--- src/rtl/meter_pkg.sv ---
// Shared definitions for the slow-clock period/high-time meter.
package meter_pkg;

    localparam int unsigned W_DEFAULT = 16;

    localparam logic ST_IDLE = 1'b0;
    localparam logic ST_MEAS = 1'b1;

    typedef enum logic {
        S_IDLE = ST_IDLE,
        S_MEAS = ST_MEAS
    } state_t;

endpackage

--- src/rtl/sync_edge_det.sv ---
// Two-flop synchronizer plus a delayed copy for rising-edge detection of a slow async input.
module sync_edge_det (
    input  logic clk,
    input  logic reset,
    input  logic sig,
    output logic level,
    output logic rise
);

    logic s1;
    logic s2;
    logic prev;

    // Flops reset high so a level already high at reset release is not seen as an edge.
    always_ff @(posedge clk) begin
        if (!reset) begin
            s1   <= 1'b1;
            s2   <= 1'b1;
            prev <= 1'b1;
        end else begin
            s1   <= sig;
            s2   <= s1;
            prev <= s2;
        end
    end

    assign level = s2;
    assign rise  = s2 & ~prev;

endmodule

--- src/rtl/clk_period_meter.sv ---
// Measures period and high time of a slow waveform in system-clock cycles, with a sticky timeout.
module clk_period_meter
    import meter_pkg::*;
#(
    parameter int unsigned W = W_DEFAULT
) (
    input  logic         clk,
    input  logic         reset,
    input  logic         i_sig,
    output logic [W-1:0] o_period,
    output logic [W-1:0] o_high,
    output logic         o_valid,
    output logic         o_timeout
);

    localparam logic [W-1:0] CNT_MAX = '1;

    logic         level;
    logic         rise;
    state_t       state;
    logic [W-1:0] cnt;
    logic [W-1:0] hcnt;

    sync_edge_det u_sync (
        .clk   (clk),
        .reset (reset),
        .sig   (i_sig),
        .level (level),
        .rise  (rise)
    );

    // First rise arms; each later rise publishes the window just closed.
    always_ff @(posedge clk) begin
        if (!reset) begin
            state     <= S_IDLE;
            cnt       <= '0;
            hcnt      <= '0;
            o_period  <= '0;
            o_high    <= '0;
            o_valid   <= 1'b0;
            o_timeout <= 1'b0;
        end else begin
            o_valid <= 1'b0;
            case (state)
                S_IDLE: begin
                    if (rise) begin
                        cnt   <= W'(1);
                        hcnt  <= W'(1);
                        state <= S_MEAS;
                    end
                end
                S_MEAS: begin
                    if (rise) begin
                        o_period  <= cnt;
                        o_high    <= hcnt;
                        o_valid   <= 1'b1;
                        o_timeout <= 1'b0;
                        cnt       <= W'(1);
                        hcnt      <= W'(1);
                    end else if (cnt == CNT_MAX) begin
                        // Counter saturated without an edge: flag and re-arm.
                        o_timeout <= 1'b1;
                        state     <= S_IDLE;
                    end else begin
                        cnt  <= cnt + W'(1);
                        hcnt <= hcnt + W'(level);
                    end
                end
                default: state <= S_IDLE;
            endcase
        end
    end

endmodule
--- config.mk ---
export PLATFORM = sky130hd
export DESIGN_NAME = clk_period_meter
export DESIGN_NICKNAME = d
export VERILOG_FILES = /design/src/rtl/meter_pkg.sv /design/src/rtl/sync_edge_det.sv /design/src/rtl/clk_period_meter.sv
export SDC_FILE = /design/constraint.sdc
export NUM_CORES = 1
export LEC_CHECK = 0
export CAP_MARGIN = 20
export CORE_MARGIN = 4
export CORE_UTILIZATION = 31
export DETAILED_ROUTE_END_ITERATION = 6
export PLACE_DENSITY = 0.53
export SKIP_LAST_GASP = 1
export SLEW_MARGIN = 20
export SYNTH_ARGS = -nofsm -noshare
export SYNTH_HDL_FRONTEND = slang
export SYNTH_SLANG_ARGS = --single-unit
--- constraint.sdc ---
create_clock -name clk -period 2.2 [get_ports clk]
set_input_delay 0.44 -clock clk [delete_from_list [all_inputs] [get_ports clk]]
set_output_delay 0.44 -clock clk [all_outputs]
set_load 0.005 [all_outputs]
==> impl_metrics.yaml <==
placed_design:
  place_inst: 423
  place_congestion: 0.795
  dpl.hpwl_um: 4680
  pre_cts_slack_ns: 0.139
  io_buffer_count: 36
sta:
  setup_ws_ns: 0.221
  max_freq_mhz: 505
  skew_ns: 0.00816
  period_minus_slack_ns: 1.98
  final_hold_viol_count: 0
  drv_slew: 0
  tightest_slew_ns: 0.512
  finalCritPeriodShare: 0.900
  finalSetupViolCount: 0
  fin_setup_tns_ns: 0
  rsz0062_at_grt: "false"
  max_slew_margin: 0.656
grt:
  first_global_vias: 2259
  grt_max_degree: 19
  antenna_found_initial: 0
  grt_util_all_layers: 0.126
  grt-ovfl-total: 0
  grt_pass1_wl_um: 11200
yosys:
  synth_nets: 288
  syn_area_mm2: 0.00283
  synthCells: 282
  yosys_warnings: 0
  syn-mean-instance-area_um2: 10.0
  yosysSeqAreaShare: 0.494
  synth_seq_cells: 70
  ys_types: 41
detailed_routing:
  firstDrtPassIters: 4
  antenna_left: 0
  dr.first_iter.drc_count: 106
  routedWlPerCell_um: 14.9
  dr_total_vias: 2385
  postRouteWirelength_um: 6560
  routed_via_density: 5.43
  route.detailed.drc: 0
cts:
  clk_pin_slew_worst_paths_ns: 0.07
  cts_sinks: 70
  cts_tree: "done"
  postCtsHoldBufs: 0
  htree_levels: 3
  clk_latency_ns: 0.35
  postCtsSetupBuffers: 0
  cts_root_buffer: "clkbuf_8"
  cts_max_path_buffers: 2
  cts_made_buffers: 9
run:
  drv_cap: 0
floorplanning:
  io_pins: 37
  start_util: 0.322
  die_area_mm2: 0.0107
  dieWidth_um: 104
  core-area_mm2: 0.00881
  rows: 34
  die_y_um: 104
critical_path:
  end_kind: "flop"
  critPathKind: "flop to flop"
  required_ns: 2.47
  worstPathArrival_ns: 2.25
  startpoint_type: "flop"
  cp_max_fo: 8
finish:
  layout.nets: 332
  nFillCells: 885
  layout-drive-gt1-share: 0.124
  syn_to_final_growth_pct: 26.2
  instances_no_fill: 439
  antennaDiodeCount: 0
outcome:
  status: "completed"
worst_hold_path:
  min_path_type: "flop to flop"
pwr:
  pwr_density_cell_mw_per_mm2: 686
  p_leak_uw: 0.00122
  peakVddDrop_uv: 255
[sequential cells by signal (all words and copies together) (netlist names)]
| register | cells |
|---|---|
| o_period | 16 |
| u_sync.level | 1 |
| state | 1 |
| u_sync.s1 | 1 |
| o_high | 16 |
| o_valid | 1 |
| hcnt | 16 |
| u_sync.prev | 1 |
| cnt | 16 |
| o_timeout | 1 |
[cell usage in the layout, fill, tap and decap left out, types with 12 or more instances in the layout]
| cell type | netlist | layout |
|---|---|---|
| o31ai_1 | 12 | 12 |
| or4_1 | 14 | 14 |
| buf_4 | 1 | 14 |
| dfxtp_1 | 70 | 70 |
| nand2_1 | 14 | 14 |
| or3_1 | 12 | 12 |
| clkbuf_8 | 0 | 13 |
| a21oi_1 | 27 | 26 |
| clkdlybuf4s50_1 | 0 | 36 |
| a22o_1 | 32 | 32 |
[cell type report]
class | count | area, µm² | share of cell area
clock buffer | 13 | 179 | 0.0500
clock inverter | 3 | 40.0 | 0.0112
inverter | 3 | 11.3 | 0.00315
multi-input combinational | 192 | 1350 | 0.376
sequential | 70 | 1400 | 0.392
tap | 108 | 135 | 0.0378
timing repair buffer | 50 | 465 | 0.130
[worst paths after layout]
path	to	startpoint	cells past startpoint	slack, ns
worst max-delay path	cnt[10]	cnt[1]	5	0.22
worst min-delay path	u_sync.level	u_sync.s1	1	0.41
worst max register to register	cnt[10]	cnt[1]	5	0.22
worst min register to register	u_sync.level	u_sync.s1	1	0.41
[where the power goes]
part / switching (µW) / internal, µW
logic: 40.1 / 24.2
registers: 5.57 / 1270
clock network: 468 / 644
[kinds of logic after synthesis]
family                     share of synthesized area
xor gates and xnor gates                     0.00309
buffers and inverters                         0.0358
DFF                                            0.494
and+or+nand+nor                                0.208
AOI/OAI and AO/OA                              0.231
muxes                                         0.0141
adders and majority gates                     0.0132
[worst max-delay path, cell delays in order (launching register included)]
cell and delay (ns):
dfxtp_1 0.42, ha_2 0.26, nand2_1 0.09, or3_1 0.49, or4_1 0.49, a21oi_1 0.15
[Yosys cell counts (all sizes together)]
cell    instances  area share
a21oi          27       0.048
a22o           32       0.099
a31oi           1      0.0022
and2            1      0.0022
and3            5       0.011
and4            4       0.012
and4b           1      0.0035
buf             6       0.017
clkbuf         11       0.015
dfxtp          70        0.49
ha              3       0.013
inv             3      0.0040
mux2i           4       0.014
nand2          14       0.019
nand2b          4      0.0088
nand3          12       0.025
nand4          11       0.029
nor2            4      0.0053
nor2b           2      0.0044
nor3            4      0.0071
nor4            3       0.012
nor4b           1      0.0031
o21a            1      0.0026
o21ai          11       0.019
o311ai          2      0.0062
o31a            1      0.0031
o31ai          12       0.032
o41ai           4       0.019
or3            13       0.029
or4            14       0.037
xor2            1      0.0031
[routing by layer]
| layer | global-route usage | part of all wire | vias up |
|---|---|---|---|
| met5 | 0 | 0 | - |
| met4 | 0.0437 | 0.016 | 0 |
| li1 | - | - | 1190 |
| met3 | 0.0504 | 0.054 | 10 |
| met1 | 0.174 | 0.52 | 1124 |
| met2 | 0.178 | 0.41 | 61 |
[stage by stage]
| step | area [µm²] | util | power, µW | hold slack (ns) |
|---|---|---|---|---|
| finish | 3580 | 0.406 | 2450 | 0.408 |
| global route | 3580 | 0.406 | 2550 | 0.441 |
| CTS | 3570 | 0.405 | 2480 | 0.420 |
| detailed placement | 3350 | 0.380 | 1370 | 0.401 |
| global placement | 3350 | 0.380 | 1370 | 0.391 |
| floorplan | 2830 | - | 1350 | 0.386 |
[timing repair]
action                                  in CTS  in global routing
resized for setup                            0                  2
endpoints found under the setup margin       0                  3
endpoints found under the hold margin        0                  0
(Power assumes the default switching activity.)
